--- src/rtl/fp_fp2int_seq_pkg.sv ---
// Shared FP16 field layout, constants and state/flag types for the
// binary16 to unsigned 16-bit integer converter.
package fp_fp2int_seq_pkg;

  localparam int FP16_W      = 16;
  localparam int EXP_W       = 5;
  localparam int MANT_W      = 10;
  localparam int INT_W       = 16;
  // Accumulator is Q16.10: 16 integer bits above the 10 mantissa bits.
  localparam int ACC_W       = INT_W + MANT_W;

  localparam logic [EXP_W-1:0] FP16_BIAS    = 5'd15;
  localparam logic [EXP_W-1:0] FP16_EXP_MAX = 5'd31;

  typedef enum logic [1:0] {
    IDLE,
    SHIFT,
    DONE
  } fp2int_state_t;

  typedef struct packed {
    logic inexact;
    logic ovf;
    logic neg;
    logic inv;
  } fp2int_flags_t;

endpackage

--- src/rtl/fp_fp2int_seq_if.sv ---
// Valid/ready bundle between a producer of FP16 operands / consumer of
// integer results (master) and the converter (slave).
interface fp_fp2int_seq_if;
  import fp_fp2int_seq_pkg::*;

  logic              in_valid;
  logic              in_ready;
  logic [FP16_W-1:0] fp_num;
  logic              out_valid;
  logic              out_ready;
  logic [INT_W-1:0]  int_num;
  logic              flag_inexact;
  logic              flag_ovf;
  logic              flag_neg;
  logic              flag_inv;

  modport master (
    output in_valid, fp_num, out_ready,
    input  in_ready, out_valid, int_num,
    input  flag_inexact, flag_ovf, flag_neg, flag_inv
  );

  modport slave (
    input  in_valid, fp_num, out_ready,
    output in_ready, out_valid, int_num,
    output flag_inexact, flag_ovf, flag_neg, flag_inv
  );

endinterface

--- src/rtl/fp_fp16_classify.sv ---
// Combinational FP16 operand classification and shift-count extraction.
// is_small covers normal values below 1.0 (exponent 1..14); zero and
// subnormals are reported separately through is_zero / is_sub.
module fp_fp16_classify
  import fp_fp2int_seq_pkg::*;
(
  input  logic [FP16_W-1:0] fp_num,
  output logic              is_zero,
  output logic              is_sub,
  output logic              is_inf,
  output logic              is_nan,
  output logic              is_neg,
  output logic              is_small,
  output logic [EXP_W-1:0]  cnt
);

  logic [EXP_W-1:0]  exp_f;
  logic [MANT_W-1:0] mant;

  assign exp_f    = fp_num[FP16_W-2 -: EXP_W];
  assign mant     = fp_num[MANT_W-1:0];

  assign is_zero  = (exp_f == '0) && (mant == '0);
  assign is_sub   = (exp_f == '0) && (mant != '0);
  assign is_inf   = (exp_f == FP16_EXP_MAX) && (mant == '0);
  assign is_nan   = (exp_f == FP16_EXP_MAX) && (mant != '0);
  assign is_neg   = fp_num[FP16_W-1];
  assign is_small = (exp_f != '0) && (exp_f < FP16_BIAS);
  // Left-shift distance for values >= 1.0; zero for everything else.
  assign cnt      = ((exp_f >= FP16_BIAS) && (exp_f != FP16_EXP_MAX)) ?
                    (exp_f - FP16_BIAS) : '0;

endmodule

--- src/rtl/fp_fp2int_seq.sv ---
// Iterative FP16 -> unsigned 16-bit integer converter (truncate toward zero).
// A Q16.10 accumulator holding 1.mant is shifted left at most SHIFT_STEP
// places per cycle until the unbiased exponent is used up.
// Specials are resolved at load time and skip the accumulator.
module fp_fp2int_seq
  import fp_fp2int_seq_pkg::*;
#(
  parameter int SHIFT_STEP = 4
) (
  input  logic            clk,
  input  logic            reset,
  fp_fp2int_seq_if.slave  bus
);

  localparam logic [EXP_W-1:0] STEP = EXP_W'(SHIFT_STEP);

  fp2int_state_t    state_q, state_d;
  logic [ACC_W-1:0] acc_q;
  logic [EXP_W-1:0] cnt_q;
  logic             bypass_q;
  logic [INT_W-1:0] int_q;
  fp2int_flags_t    flags_q;
  logic             out_valid_q;

  logic             is_zero, is_sub, is_inf, is_nan, is_neg, is_small;
  logic [EXP_W-1:0] cls_cnt;
  logic [INT_W-1:0] pre_int;
  fp2int_flags_t    pre_flags;
  logic             pre_bypass;
  logic             accept, handshake;
  logic [EXP_W-1:0] step;

  fp_fp16_classify u_classify (
    .fp_num   (bus.fp_num),
    .is_zero  (is_zero),
    .is_sub   (is_sub),
    .is_inf   (is_inf),
    .is_nan   (is_nan),
    .is_neg   (is_neg),
    .is_small (is_small),
    .cnt      (cls_cnt)
  );

  assign accept    = bus.in_valid && (state_q == IDLE);
  assign handshake = out_valid_q && bus.out_ready;
  assign step      = (cnt_q > STEP) ? STEP : cnt_q;

  // Preset result for special operands; NaN outranks sign, -0 raises nothing.
  always_comb begin
    pre_int    = '0;
    pre_flags  = '0;
    pre_bypass = 1'b1;
    if (is_nan) begin
      pre_flags.inv = 1'b1;
    end else if (is_neg && !is_zero) begin
      pre_flags.neg = 1'b1;
    end else if (is_inf) begin
      pre_int       = '1;
      pre_flags.ovf = 1'b1;
    end else if (is_sub || is_small) begin
      pre_flags.inexact = 1'b1;
    end else if (!is_zero) begin
      pre_bypass = 1'b0;
    end
  end

  // State register.
  always_ff @(posedge clk) begin
    if (reset) state_q <= IDLE;
    else       state_q <= state_d;
  end

  // Next-state logic.
  always_comb begin
    state_d = state_q;
    case (state_q)
      IDLE:    if (accept)          state_d = SHIFT;
      SHIFT:   if (cnt_q == '0)     state_d = DONE;
      DONE:    if (handshake)       state_d = IDLE;
      default:                      state_d = IDLE;
    endcase
  end

  // Accumulator/count load and shift, result capture on leaving SHIFT.
  always_ff @(posedge clk) begin
    if (reset) begin
      acc_q    <= '0;
      cnt_q    <= '0;
      bypass_q <= 1'b0;
      int_q    <= '0;
      flags_q  <= '0;
    end else if (state_q == IDLE && accept) begin
      acc_q    <= {{(ACC_W-MANT_W-1){1'b0}}, 1'b1, bus.fp_num[MANT_W-1:0]};
      cnt_q    <= pre_bypass ? '0 : cls_cnt;
      bypass_q <= pre_bypass;
      int_q    <= pre_int;
      flags_q  <= pre_flags;
    end else if (state_q == SHIFT) begin
      if (cnt_q != '0) begin
        acc_q <= acc_q << step;
        cnt_q <= cnt_q - step;
      end else if (!bypass_q) begin
        int_q           <= acc_q[ACC_W-1:MANT_W];
        flags_q.inexact <= |acc_q[MANT_W-1:0];
      end
    end
  end

  // Result becomes visible one cycle into DONE and drops after the handshake.
  always_ff @(posedge clk) begin
    if (reset) out_valid_q <= 1'b0;
    else       out_valid_q <= (state_q == DONE) && !handshake;
  end

  assign bus.in_ready     = (state_q == IDLE);
  assign bus.out_valid    = out_valid_q;
  assign bus.int_num      = int_q;
  assign bus.flag_inexact = flags_q.inexact;
  assign bus.flag_ovf     = flags_q.ovf;
  assign bus.flag_neg     = flags_q.neg;
  assign bus.flag_inv     = flags_q.inv;

endmodule

--- src/flat_wrapper.sv ---
// flat-port wrapper written by rule: the top's interface ports become plain ports
module fp_fp2int_seq_flat import fp_fp2int_seq_pkg::*;
#(
  parameter int SHIFT_STEP = 4
)
  (clk, reset, bus_in_valid, bus_fp_num, bus_out_ready, bus_in_ready, bus_out_valid, bus_int_num, bus_flag_inexact, bus_flag_ovf, bus_flag_neg, bus_flag_inv);
  fp_fp2int_seq_if bus_i ();
  input  logic clk;
  input  logic reset;
  input wire logic [$bits(bus_i.in_valid)-1:0] bus_in_valid;
  input wire logic [$bits(bus_i.fp_num)-1:0] bus_fp_num;
  input wire logic [$bits(bus_i.out_ready)-1:0] bus_out_ready;
  output wire logic [$bits(bus_i.in_ready)-1:0] bus_in_ready;
  output wire logic [$bits(bus_i.out_valid)-1:0] bus_out_valid;
  output wire logic [$bits(bus_i.int_num)-1:0] bus_int_num;
  output wire logic [$bits(bus_i.flag_inexact)-1:0] bus_flag_inexact;
  output wire logic [$bits(bus_i.flag_ovf)-1:0] bus_flag_ovf;
  output wire logic [$bits(bus_i.flag_neg)-1:0] bus_flag_neg;
  output wire logic [$bits(bus_i.flag_inv)-1:0] bus_flag_inv;
  assign bus_i.in_valid = bus_in_valid;
  assign bus_i.fp_num = bus_fp_num;
  assign bus_i.out_ready = bus_out_ready;
  assign bus_in_ready = bus_i.in_ready;
  assign bus_out_valid = bus_i.out_valid;
  assign bus_int_num = bus_i.int_num;
  assign bus_flag_inexact = bus_i.flag_inexact;
  assign bus_flag_ovf = bus_i.flag_ovf;
  assign bus_flag_neg = bus_i.flag_neg;
  assign bus_flag_inv = bus_i.flag_inv;
  fp_fp2int_seq #(.SHIFT_STEP(SHIFT_STEP)) u_core (.clk(clk), .reset(reset), .bus(bus_i));
endmodule
--- config.mk ---
export PLATFORM = sky130hd
export DESIGN_NAME = fp_fp2int_seq_flat
export DESIGN_NICKNAME = d
export VERILOG_FILES = /design/src/rtl/fp_fp2int_seq_pkg.sv /design/src/rtl/fp_fp2int_seq_if.sv /design/src/rtl/fp_fp16_classify.sv /design/src/rtl/fp_fp2int_seq.sv /design/src/flat_wrapper.sv
export SDC_FILE = /design/constraint.sdc
export NUM_CORES = 1
export LEC_CHECK = 0
export BUFFER_PORTS_ARGS = -buffer_cell sky130_fd_sc_hd__buf_2
export CORE_MARGIN = 4
export CORE_UTILIZATION = 40
export CTS_CLUSTER_DIAMETER = 60
export DETAILED_ROUTE_END_ITERATION = 7
export HOLD_SLACK_MARGIN = 0.1
export MAX_ROUTING_LAYER = met4
export PLACE_DENSITY = 0.65
export SYNTH_ARGS = -nofsm -noshare
export SYNTH_HDL_FRONTEND = slang
export SYNTH_SLANG_ARGS = --single-unit
--- constraint.sdc ---
create_clock -name clk -period 2.4 [get_ports clk]
set_input_delay 0.36 -clock clk [delete_from_list [all_inputs] [get_ports clk]]
set_output_delay 0.36 -clock clk [all_outputs]
set_load 0.1 [all_outputs]
======== After elaboration in Yosys (flattened, before gate mapping) ========
Index checks and enable logic that the tools add are counted.
operators by class
  $add $sub $neg .......................... 2
  order comparisons ....................... 3
  equal/unequal tests ..................... 9
  shifts and indexed selects .............. 1
  multiplexer cells ....................... 36
  reductions and logical operators ........ 29
operators with widths
  operator                                                           count
  two-way mux 16 bit                                                 7
  two-way mux 11 bit                                                 3
  two-way mux 5 bit                                                  6
  << shifter 26 x 5 -> 26 bit                                        1
  two-way mux 1 bit                                                  14
  logical AND 1 bit                                                  11
  logical NOT 10 bit                                                 1
  logical NOT 5 bit                                                  2
  nonzero test 10 bit                                                1
  nonzero test 5 bit                                                 2
  OR reduction 10 bit                                                1
  two-way mux 2 bit                                                  4
  inequality test 2 x 1 -> 1 bit, second input constant              4
  one-hot mux 2 bit (3 select lines)                                 1
  AND reduction 3 bit                                                2
  equality test 5 bit, second input constant                         1
  greater-or-equal comparator 5 x 4 -> 1 bit, second input constant  1
  greater-than comparator 5 x 3 -> 1 bit, second input constant      1
  < comparator 5 x 4 -> 1 bit, second input constant                 1
  inequality test 5 bit, second input constant                       1
  subtractor 5 x 4 -> 5 bit, second input constant                   1
  subtractor 5 bit                                                   1
  AND reduction 2 bit                                                2
  nonzero test 2 bit                                                 2
  8 further kinds                                                    9
storage, ports and cells
  register bits after elaboration ......... 55
  output and inout port bits .............. 22
  word-level logic and storage cells ...... 91

======== Longest topological paths before layout ========
Gate-level depths: netlist of run 1.
  word-level depth ........................ 9
  gate-level depth with buffers ........... 11
  gate-level depth less buffers ........... 7

======== Modules after synthesis ========
A second synthesis of run 1 with hierarchy kept.
unflattened totals
  cells, all modules ...................... 404
  area total of the unflattened synthesis .. 3,310.7 sq um
by module, submodules not included
  module            times used  cells each  area an instance (sq um)
  fp_fp2int_seq     1           371         3,095.5
  fp_fp16_classify  1           33          215.2

======== Worst setup path before layout of run 1 ========
OpenSTA, ideal clock, no wires.
  path type ............................... register to register
  start ................................... register u_core.cnt_q[4]
  end ..................................... register u_core.cnt_q[2]
  library setup time ...................... 0.117 ns
  arrival ................................. 2.300 ns
  data required time ...................... 2.283 ns
  path slack .............................. -0.017 ns
  stages on the path, launching flop included .. 12
  buffers on the path ..................... 4
  path through ............................ dfxtp_1 > buf_2 > or3_1 > buf_2 > buf_2 > buf_1 > nand2_1 > ha_1 > or3b_2 > o211ai_1 > a21oi_1 > o22a_1
between the ends
  cells in the longest elaborated chain, start to end .. 6
  elaborated cells between the ends (all ways) .. 9
  those cells by class .................... 1 x add/sub; 1 x order compare; 4 x mux; 3 x reduce/logical
ends and longest elaborated chain
  element                                 RTL line              RTL
  start, declared                         fp_fp2int_seq.sv:19   logic [EXP_W-1:0] cnt_q;
  start signal, assigned                  fp_fp2int_seq.sv:94   cnt_q <= pre_bypass ? '0 : cls_cnt;
  start signal, assigned                  fp_fp2int_seq.sv:101  cnt_q <= cnt_q - step;
  greater-than comparator 5 x 3 -> 1 bit  fp_fp2int_seq.sv:46   assign step = (cnt_q > STEP) ? STEP : cnt_q;
  two-way mux 5 bit                       fp_fp2int_seq.sv:46
  subtractor 5 bit                        fp_fp2int_seq.sv:101
  two-way mux 5 bit                       fp_fp2int_seq.sv:99   if (cnt_q != '0) begin
  two-way mux 5 bit                       fp_fp2int_seq.sv:98   end else if (state_q == SHIFT) begin
  two-way mux 5 bit                       fp_fp2int_seq.sv:92   end else if (state_q == IDLE && accept) begin
Several ways; a longest one is shown, not always the timed one. The select of a mux whose other input is x is not followed.
A chain may end at the register's enable or synchronous reset.

======== Worst setup path after layout of run 1 ========
  start ................................... register u_core.cnt_q[4]
  end ..................................... register u_core.int_q[13] (netlist: u_core.bus.int_num[13])
between the ends
  cells in the longest elaborated chain, start to end .. 3
ends and longest elaborated chain
  element                                   RTL line              RTL
  nonzero test 5 bit                        fp_fp2int_seq.sv:99
  inequality test 2 x 1 -> 1 bit (no line)  -
  AND reduction 3 bit (no line)             -
  end signal, assigned                      fp_fp2int_seq.sv:96   int_q <= pre_int;
  end signal, assigned                      fp_fp2int_seq.sv:103  int_q <= acc_q[ACC_W-1:MANT_W];
  end, declared                             fp_fp2int_seq.sv:21   logic [INT_W-1:0] int_q;
No other way between the ends.

==> results.md, run 1 <==
- Status: finished, final reports clean
- Post-synthesis sequential area ratio: 33.4%
- Starting Density: 41.8%
- Clock power share: 18.1%
- Post-synthesis instance total: 382
- Antenna violations before repair: 0
- Syn nets: 406
- Chip width: 98.8 um
- Area leader, netlist: dfxtp_1
- Tcrit/Tclk final: 85.7%
- First-pass GRT wire length: 14.6 mm
- Met2 Track Usage GR: 28.0%
- DRC viols: 0
- Area after DPL: 3570 um2
- CTS tree: done
- Number of global-route vias before repair: 2844
- Setup violations, final: 0
- DRT Pass-1 Iters: 4
- Ys flop type: dfxtp_1
- Final Max Slew Viols: 0
- CTS Buf Count: 5
- Slowest CP cell: a41oi_4
- Post-synthesis register bit count: 55
- Total global-route track usage: 18.5%
- Hold path startpoint: bus_fp_num[10]
- Synthesized area: 3300 um2
- Post-synth EDFFs: 0
- Hold path endpoint: u_core.cnt_q[0]$_SDFFE_PP0P_
- Leak Pwr: 1.26 nW
- Hold crit path type: in -> reg
- WL/cell: 16.8 um
- H-tree depth: 2
- Clock sinks: 55
- Max-slew headroom: 53.7%
- Fraction of registers with async set/reset: 0%
- Pwr Density: 818 nW/um2
- Fmax: 486 MHz
- Hpwl dp: 5.94 mm
- Crit path required time: 2.56 ns
- Die ar.: 9760 um2
- Highest-count cells in the layout ignoring fill and taps: 55 x dfxtp_1, 41 x buf_2, 39 x inv_1
- Largest net degree at the start of global routing: 43
- Routed Antenna Nets: 0
- Hold Fails Final Rpt: 0
- Post-CTS Resized: 0
- Die H: 98.8 um
- CP cell instances: nor3_4, a41oi_4, a41oi_4, a221oi_1
- CP Data Arrival Time: 2.21 ns
- Port bufs: 41
- Crit-path max cell delay: 0.61 ns
- Syn-to-layout area delta: 11.2%
- Hold_buf cts: 0
- Worst-Margin Slew: 0.692 ns
- Fin Setup TNS: 0 ns
- GR met3 Demand/Resource: 2.76%
- Floorplan row count: 32
- Startpoint Class: flip-flop
- Critical path fanouts, max: 16
- Final design utilization: 46.5%
- Clk slew on worst S/H paths: 0.10 ns
- Combinational share of power: 43.8%
- RSZ-0062 raised after global routing: false
- Vias per inst: 5.90
- FILL cells: 806
- Cell area after layout: 3670 um2
- Cell family with the largest share of critical-path delay: compound AO/OA/AOI/OAI gates
- Syn_area_per_cell: 8.63 um2
- Max Cap Violations: 0
- Initial DRC count: 173
- Number of distinct library cells after synthesis: 59
- Crit path setup slack, layout: 0.343 ns
- Routability cong.: 0.846
- Kind of critical path: reg -> reg
- Sw frac: 46.7%
- Grt total ovfl: 0
- Min Tclk post-route: 2.06 ns
- RR Startpoint: u_core.cnt_q[4]$_SDFFE_PP0P_
- Final net count: 433
- Top cells by area, synth: dfxtp_1 33%, a221oi_1 6.9%, mux2i_1 6.4%
- Reg2Reg Setup Slack: 0.34 ns
- Core Footprint: 7890 um2
- M1 GR Usage: 26.3%
- Psw: 0.00140 W
- WHS Path Cells: 2
- N_diodes: 0
- # Post-CTS Setup Buffers: 0
- Final wirelength: 8.61 mm
- WP buf/inv: 0
- Seq pwr share: 38.2%
- Max VDD drop: 0.362 mV
- Critical R2R Capture: u_core.bus.int_num[13]$_SDFFE_PP0P_
- Most common cell after layout, fill and taps aside: dfxtp_1
- FF-to-FF path depth: 4
- Clock latency on the worst-skew pair: 0.32 ns
- Layout cell share with drive strength beyond 1: 21.5%
- Via count: 3021
- Top-area cell type share of the netlist area: 33.4%
- Clk_skew: 0.0174 ns
- Yosys warns: 0
- Critical Path Most Common Cell: a41oi_4
- Top Ports: 42
- CTS Buffer Depth: 2
- Crit end category: flip-flop
- Top Usage Layer GRT: met2
- Clock root buffer: clkbuf_8
- Dpl ws: 0.230 ns
- Cell Int Power: 0.00160 W
## sequential cells by signal (all words and copies together), names as in the netlist
register and count:
u_core.bus.out_valid 1, u_core.bus.int_num 16, u_core.bus.flag_inv 1, u_core.state_q 2, u_core.acc_q 26, u_core.bus.flag_neg 1, u_core.cnt_q 5, u_core.bus.flag_inexact 1
u_core.bus.flag_ovf 1, u_core.bypass_q 1
## per-layer routing
metal	vias to the layer above	wire (um)
met1	1455	4210
met2	77	3950
met5	-	0
met4	0	80
met3	9	368
li1	1480	-
## layout make-up
class / instances / area, um2 / area share [%]
clock inverters: 3 / 25.0 / 0.682
repair buffers: 56 / 318 / 8.66
inverters: 39 / 146 / 3.99
clock buffers: 5 / 68.8 / 1.88
well taps: 102 / 128 / 3.48
flip-flops and latches: 55 / 1100 / 30.0
multi-input cells: 252 / 1880 / 51.3
## Yosys cell counts (all sizes together) (3+ instances only)
master and count:
nand2 30, o22a 3, nor2b 3, ha 4, a221oi 36, nand3 4
clkbuf 19, a22o 3, a41oi 4, nand2b 3, or3 4, nand4 3
dfxtp 55, nor4 6, a21oi 15, mux2i 21, o21ai 16, inv 39
o211ai 4, mux2 3, a211oi 21, nand3b 5, nor2 29, a31oi 3
buf 17
## worst max-delay path by stage
stage                                 startpoint                                   to  slack, ns  depth (start not counted)
global route        u_core.cnt_q[4]$_SDFFE_PP0P_  u_core.bus.int_num[12]$_SDFFE_PP0P_       0.15                          4
detailed placement                 bus_fp_num[0]  u_core.bus.int_num[13]$_SDFFE_PP0P_       0.23                          5
finish              u_core.cnt_q[4]$_SDFFE_PP0P_  u_core.bus.int_num[13]$_SDFFE_PP0P_       0.34                          4
global placement                   bus_fp_num[0]  u_core.bus.int_num[11]$_SDFFE_PP0P_       0.27                          5
floorplan           u_core.cnt_q[4]$_SDFFE_PP0P_         u_core.cnt_q[2]$_SDFFE_PP0P_       0.03                         11
CTS                 u_core.cnt_q[4]$_SDFFE_PP0P_  u_core.bus.int_num[13]$_SDFFE_PP0P_       0.32                          4
## power groups by stage
stage	Sequential, W	Clock, W	Combinational [W]
5_1_grt	0.00117	0.000592	0.00142
4_1_cts	0.00114	0.000556	0.00131
3_5_place_dp	0.00116	0	0.00131
3_3_place_gp	0.00116	0	0.00129
6_report	0.00115	0.000542	0.00131
2_1_floorplan	0.00152	0	0.000706
## stage by stage
step,power (W),hold slack [ns],cells
floorplan,0.00223,0.450,382
global placement,0.00246,0.442,504
detailed placement,0.00247,0.448,504
CTS,0.00301,0.289,512
global route,0.00318,0.307,512
finish,0.00300,0.296,512
## cells by family (layout without fill, tap and decap cells)
family,after synthesis,after routing,share of synthesized area [%]
AOI/OAI and AO/OA,123,123,31.6
and+or+nand+nor,97,97,15.3
buffers and inverters,75,103,9.56
DFF,55,55,33.4
muxes,25,25,8.08
adders and majority gates,4,4,1.52
xor gates and xnor gates,2,2,0.531
other,1,1,0.114
## worst register-to-register path: cells and delay by family (launching register included)
family | cells | cell delay (ns)
compound gates | 3 | 1.01
flops | 1 | 0.40
simple gates | 1 | 0.49
(Power assumes the default switching activity.)
==> run 2: changes to the inputs <==
--- a/config.mk
+++ b/config.mk
@@ -8,11 +8,13 @@
 export BUFFER_PORTS_ARGS = -buffer_cell sky130_fd_sc_hd__buf_2
 export CORE_MARGIN = 4
 export CORE_UTILIZATION = 40
+export CTS_BUF_LIST = sky130_fd_sc_hd__clkbuf_4 sky130_fd_sc_hd__clkbuf_8
 export CTS_CLUSTER_DIAMETER = 60
 export DETAILED_ROUTE_END_ITERATION = 7
 export HOLD_SLACK_MARGIN = 0.1
 export MAX_ROUTING_LAYER = met4
-export PLACE_DENSITY = 0.65
+export PLACE_DENSITY = 0.63
+export RECOVER_POWER = 50
 export SYNTH_ARGS = -nofsm -noshare
 export SYNTH_HDL_FRONTEND = slang
 export SYNTH_SLANG_ARGS = --single-unit
==> constraint.sdc (replaced) <==
create_clock -name clk -period 1.9 [get_ports clk]
set_input_delay 0.285 -clock clk [delete_from_list [all_inputs] [get_ports clk]]
set_output_delay 0.285 -clock clk [all_outputs]
set_load 0.1 [all_outputs]
==> results.md, run 2 (synthesis gave the netlist of run 1 again) <==
- Status: finished, final reports clean
- Area after DPL: 3750 um2 (+5.0%)
- Chip width: 98.8 um (unchanged)
- Top Ports: 42 (unchanged)
- Floorplan row count: 32 (unchanged)
- Max VDD drop: 0.583 mV (+61%)
- N_diodes: 0 (unchanged)
- Reg2Reg Setup Slack: 0.09 ns (-0.25 ns)
- Hold path endpoint: u_core.acc_q[3]$_SDFFE_PP0P_
- Total global-route track usage: 18.6% (+0.10 points)
- Port bufs: 41 (unchanged)
- # Post-CTS Setup Buffers: 0 (unchanged)
- Max-slew headroom: 63.7% (+10 points)
- Routability cong.: 0.881 (+4.1%)
- Pwr Density: 1010 nW/um2 (+23%)
- Initial DRC count: 305 (+76%)
- Number of global-route vias before repair: 2937 (+3.3%)
- RSZ-0062 raised after global routing: false
- Slowest CP cell: or3_4
- Layout cell share with drive strength beyond 1: 25.8% (+4.4 points)
- Setup violations, final: 0 (unchanged)
- Starting Density: 41.8% (unchanged)
- Hpwl dp: 6.28 mm (+5.6%)
- Clk slew on worst S/H paths: 0.10 ns (about the same)
- Crit path required time: 2.12 ns (-0.44 ns)
- Fin Setup TNS: 0 ns (unchanged)
- DRC viols: 0 (unchanged)
- Min Tclk post-route: 1.81 ns (-0.247 ns)
- Vias per inst: 5.73 (-2.9%)
- Max Cap Violations: 0 (unchanged)
- Cell area after layout: 3870 um2 (+5.4%)
- Grt total ovfl: 0 (unchanged)
- Cell family with the largest share of critical-path delay: simple AND/OR/NAND/NOR gates
- Die ar.: 9760 um2 (unchanged)
- Hold Fails Final Rpt: 0 (unchanged)
- Final Max Slew Viols: 0 (unchanged)
- Clock sinks: 55 (unchanged)
- First-pass GRT wire length: 14.7 mm (about the same)
- Routed Antenna Nets: 0 (unchanged)
- Crit-path max cell delay: 0.41 ns (-0.20 ns)
- Critical path fanouts, max: 4 (-12)
- Core Footprint: 7890 um2 (unchanged)
- Crit end category: flip-flop
- Largest net degree at the start of global routing: 43 (unchanged)
- DRT Pass-1 Iters: 4 (unchanged)
- CP Data Arrival Time: 2.03 ns (-0.18 ns)
- WHS Path Cells: 3 (+1)
- Most common cell after layout, fill and taps aside: dfxtp_1
- CTS tree: done
- Die H: 98.8 um (unchanged)
- Critical R2R Capture: u_core.cnt_q[2]$_SDFFE_PP0P_
- Hold path startpoint: bus_fp_num[3]
- CTS Buffer Depth: 2 (unchanged)
- Final net count: 453 (+4.6%)
- H-tree depth: 2 (unchanged)
- Antenna violations before repair: 0 (unchanged)
- WP buf/inv: 0 (unchanged)
- Syn-to-layout area delta: 17.2%
- Hold crit path type: in -> reg
- FF-to-FF path depth: 7 (+3)
- Tcrit/Tclk final: 95.3% (+9.6 points)
- CP cell instances: or3_4, nand2_4, ha_4, or3b_4, o211ai_1, a21oi_1, o22a_1
- Leak Pwr: 1.36 nW (+8.5%)
- Clock latency on the worst-skew pair: 0.32 ns (about the same)
- Clk_skew: 0.00897 ns (-0.00844 ns)
- Fmax: 552 MHz (+14%)
- Hold_buf cts: 0 (unchanged)
- WL/cell: 16.3 um (-3.3%)
- Via count: 3048 (+0.89%)
- Final wirelength: 8.66 mm (+0.49%)
- CTS Buf Count: 5 (unchanged)
- Kind of critical path: reg -> reg
- Final design utilization: 49.0% (+2.5 points)
- Clock root buffer: clkbuf_8
- Worst-Margin Slew: 0.547 ns (-0.145 ns)
- Startpoint Class: flip-flop
- Highest-count cells in the layout ignoring fill and taps: 54 x dfxtp_1, 39 x inv_1, 31 x buf_4
- Largest reg by FF count: u_core.acc_q
- RR Startpoint: u_core.cnt_q[3]$_SDFFE_PP0P_
- Max FFs per register: 26 (unchanged)
-- run 2: cell count changes in the layout (fill, tap and decap cells not counted), sizes merged --
cell and delta:
buf -4, clkbuf +24, clkinv -1, inv +1
-- run 2: power by group --
part	switching (W)	total, W	internal [W]
clock	0.000421	0.000689	0.000267
combinational	0.00124	0.00177	0.000532
sequential	0.000138	0.00144	0.00130
total	0.00179	0.00389	0.00210
-- run 2: area by class of cell --
cell class	count	area (um2)
clock buffer	5	68.8
clock inverter	3	23.8
fill	768	4020
inverter	39	146
multi-input combinational	252	1910
sequential	55	1100
tap	102	128
timing repair buffer	76	485
-- run 2: worst min-delay path, stage by stage --
cell and delay [ns]:
buf_2 0.12, nand2_1 0.05, a21oi_1 0.05
-- run 2: layer usage --
metal | share of wire, % | track usage [%] | vias to the layer above
met4 | 1.9 | 6.20 | 0
met2 | 46 | 28.0 | 86
li1 | - | - | 1517
met5 | 0 | - | -
met3 | 6.0 | 2.83 | 16
met1 | 46 | 25.4 | 1429
-- run 2: what timing repair did --
| item | 4_1_cts | 5_1_grt |
|---|---|---|
| resized for setup | 1 | 6 |
| setup endpoints to repair | 1 | 1 |
| gates cloned | 0 | 0 |
| pin swaps | 0 | 3 |
-- run 2: worst max-delay path by stage --
stage,from,to,depth (start not counted)
2_1_floorplan,bus_fp_num[10],u_core.cnt_q[2]$_SDFFE_PP0P_,6
3_3_place_gp,bus_fp_num[10],u_core.cnt_q[2]$_SDFFE_PP0P_,7
3_5_place_dp,u_core.cnt_q[4]$_SDFFE_PP0P_,u_core.cnt_q[2]$_SDFFE_PP0P_,7
4_1_cts,u_core.cnt_q[4]$_SDFFE_PP0P_,u_core.cnt_q[2]$_SDFFE_PP0P_,7
5_1_grt,u_core.state_q[0]$_SDFFE_PP0P_,u_core.bus.int_num[14]$_SDFFE_PP0P_,6
6_report,u_core.cnt_q[3]$_SDFFE_PP0P_,u_core.cnt_q[2]$_SDFFE_PP0P_,7
-- run 2: through the flow --
step	std cells	hold slack, ns	total power, W	setup WS (ns)
6_report	532	0.230	0.00389	0.0898
5_1_grt	532	0.235	0.00409	0.0271
4_1_cts	532	0.214	0.00391	0.00724
3_5_place_dp	524	0.447	0.00321	0.00768
3_3_place_gp	524	0.439	0.00319	0.0571
2_1_floorplan	382	0.386	0.00283	0.101
==> run 3: changes to the inputs <==
--- a/config.mk
+++ b/config.mk
@@ -7,13 +7,13 @@
 export LEC_CHECK = 0
 export BUFFER_PORTS_ARGS = -buffer_cell sky130_fd_sc_hd__buf_2
 export CORE_MARGIN = 4
-export CORE_UTILIZATION = 40
+export CORE_UTILIZATION = 45
 export CTS_BUF_LIST = sky130_fd_sc_hd__clkbuf_4 sky130_fd_sc_hd__clkbuf_8
 export CTS_CLUSTER_DIAMETER = 60
 export DETAILED_ROUTE_END_ITERATION = 7
 export HOLD_SLACK_MARGIN = 0.1
 export MAX_ROUTING_LAYER = met4
-export PLACE_DENSITY = 0.63
+export PLACE_DENSITY = 0.69
 export RECOVER_POWER = 50
 export SYNTH_ARGS = -nofsm -noshare
 export SYNTH_HDL_FRONTEND = slang
==> results.md, run 3 (synthesis gave the netlist of run 1 again) <==
- Status: finished, final reports clean
- Hold path endpoint: u_core.acc_q[3]$_SDFFE_PP0P_
- Critical R2R Capture: u_core.cnt_q[2]$_SDFFE_PP0P_
- Hold_buf cts: 0 (unchanged)
- RSZ-0062 raised after global routing: false
- Die ar.: 8760 um2 (-10%)
- Clock latency on the worst-skew pair: 0.31 ns (about the same)
- First-pass GRT wire length: 14.0 mm (-4.5%)
- Chip width: 93.6 um (-5.3%)
- Top Metal Used: met4
- DRT Pass-1 Iters: 4 (unchanged)
- Antenna violations before repair: 0 (unchanged)
- CTS Buffer Depth: 2 (unchanged)
- Cell family with the largest share of critical-path delay: simple AND/OR/NAND/NOR gates
- Syn-to-layout area delta: 15.7%
- Hold crit path type: in -> reg
- Leak Pwr: 1.33 nW (-2.3%)
- Vias per inst: 5.85 (+2.1%)
- Number of global-route vias before repair: 2884 (-1.8%)
- Met3 routed WL: 424 um (-18%)
- WP buf/inv: 0 (unchanged)
- M1 wire length: 3.88 mm (-2.5%)
- Most common cell after layout, fill and taps aside: dfxtp_1
- Floorplan row count: 30 (-6.3%)
- Clock root buffer: clkbuf_8
- Placed Cells incl. Taps: 515 (-1.7%)
- Reg2Reg Setup Slack: 0.12 ns (+0.03 ns)
- H-tree depth: 2 (unchanged)
- Fmax: 562 MHz (+1.7%)
- Pwr Density: 1010 nW/um2 (+0.42%)
- Filler-free cell count of the finished design: 524 (-1.5%)
- WL/cell: 15.9 um (-2.3%)
- Overall power: 0.00386 W (-0.85%)
- Max FFs per register: 26 (unchanged)
- Top Ports: 42 (unchanged)
- Total global-route track usage: 20.0% (+1.5 points)
- Final design utilization: 55.0% (+6.0 points)
- CTS Buf Count: 5 (unchanged)
- Routed Antenna Nets: 0 (unchanged)
- FF-to-FF path depth: 7 (unchanged)
- CP cell instances: or3_4, nand2_2, ha_2, or3b_4, o211ai_1, a21oi_2, o22a_1
- Layout cell share with drive strength beyond 1: 25.9% (+0.12 points)
- WL met2: 3.96 mm (-0.85%)
- Critical path fanouts, max: 2 (-2)
- Fin Setup TNS: 0 ns (unchanged)
- N_diodes: 0 (unchanged)
- Crit path required time: 2.10 ns (-0.02 ns)
- Largest net degree at the start of global routing: 43 (unchanged)
- Highest-count cells in the layout ignoring fill and taps: 54 x dfxtp_1, 39 x inv_1, 28 x nor2_1, 28 x nand2_1, 28 x buf_4
- Die H: 93.6 um (-5.3%)
- RR Startpoint: u_core.cnt_q[3]$_SDFFE_PP0P_
- Tcrit/Tclk final: 93.7% (-1.6 points)
- Worst-Margin Slew: 0.580 ns (+0.0330 ns)
- Largest reg by FF count: u_core.acc_q
- CTS tree: done
- CP Data Arrival Time: 1.98 ns (-0.05 ns)
- Hold Fails Final Rpt: 0 (unchanged)
- Via count: 3065 (+0.56%)
- DRC viols: 0 (unchanged)
- Max-slew headroom: 61.2% (-2.5 points)
- Max Cap Violations: 0 (unchanged)
- Core Footprint: 6940 um2 (-12%)
- Clk slew on worst S/H paths: 0.11 ns (about the same)
- Startpoint Class: flip-flop
- Crit end category: flip-flop
- Setup violations, final: 0 (unchanged)
- Routability cong.: 0.842 (-4.4%)
- WHS Path Cells: 3 (unchanged)
- Clk_skew: 0.0138 ns (+0.00485 ns)
- Min Tclk post-route: 1.78 ns (-0.0295 ns)
- Final net count: 451 (-0.44%)
- Starting Density: 47.5% (+5.7 points)
- Clock sinks: 55 (unchanged)
- Final Max Slew Viols: 0 (unchanged)
- Kind of critical path: reg -> reg
- Max VDD drop: 0.636 mV (+9.1%)
- Port bufs: 41 (unchanged)
- Final wirelength: 8.33 mm (-3.8%)
- Hold path startpoint: bus_fp_num[3]
- Grt total ovfl: 0 (unchanged)
- Initial DRC count: 225 (-26%)
- Slowest CP cell: or3_4
- Crit-path max cell delay: 0.38 ns (-0.03 ns)
- Hpwl dp: 6.05 mm (-3.6%)
run 3: per-stage QoR:
stage               setup WS, ns  cell area [um2]  hold WS (ns)
finish                     0.119             3820         0.233
global route              0.0214             3820         0.234
CTS                      0.00552             3800         0.229
detailed placement       -0.0327             3710         0.449
global placement          0.0450             3710         0.442
floorplan                  0.101             3320         0.386
run 3: repair_timing:
action / 4_1_cts / 5_1_grt
endpoints found under the setup margin: 0 / 3
resized for setup: 0 / 6
setup buffers: 0 / 1
endpoints found under the hold margin: 0 / 0
run 3: worst max-delay path by stage:
stage | start | cells after the start | endpoint
after floorplan | bus_fp_num[10] | 6 | u_core.cnt_q[2]$_SDFFE_PP0P_
after CTS | u_core.cnt_q[4]$_SDFFE_PP0P_ | 7 | u_core.cnt_q[2]$_SDFFE_PP0P_
after global routing | u_core.state_q[0]$_SDFFE_PP0P_ | 4 | u_core.cnt_q[3]$_SDFFE_PP0P_
after detailed placement | bus_fp_num[10] | 7 | u_core.cnt_q[2]$_SDFFE_PP0P_
after global placement | bus_fp_num[10] | 7 | u_core.cnt_q[2]$_SDFFE_PP0P_
final | u_core.cnt_q[3]$_SDFFE_PP0P_ | 7 | u_core.cnt_q[2]$_SDFFE_PP0P_
run 3: cell type report:
| class | count | area, um2 |
|---|---|---|
| fillers | 634 | 3130 |
| multi-input cells | 252 | 1900 |
| flip-flops and latches | 55 | 1100 |
| repair buffers | 74 | 453 |
| inverters | 39 | 146 |
| well taps | 96 | 120 |
| clock buffers | 5 | 68.8 |
| clock inverters | 3 | 23.8 |
run 3: report_power, final:
group          internal [W]  switching, W  total (W)
combinational      0.000524       0.00122    0.00175
sequential          0.00130      0.000140    0.00144
clock              0.000267      0.000406   0.000673
run 3: worst min-delay path, cell delays in order:
cell	delay, ns
buf_2	0.11
nand2_1	0.05
a21oi_1	0.06
run 3: per-layer routing:
layer,up-vias,GRT usage (%)
met5,-,-
met4,0,4.81
met3,4,2.98
met2,71,31.4
met1,1478,27.3
li1,1512,-
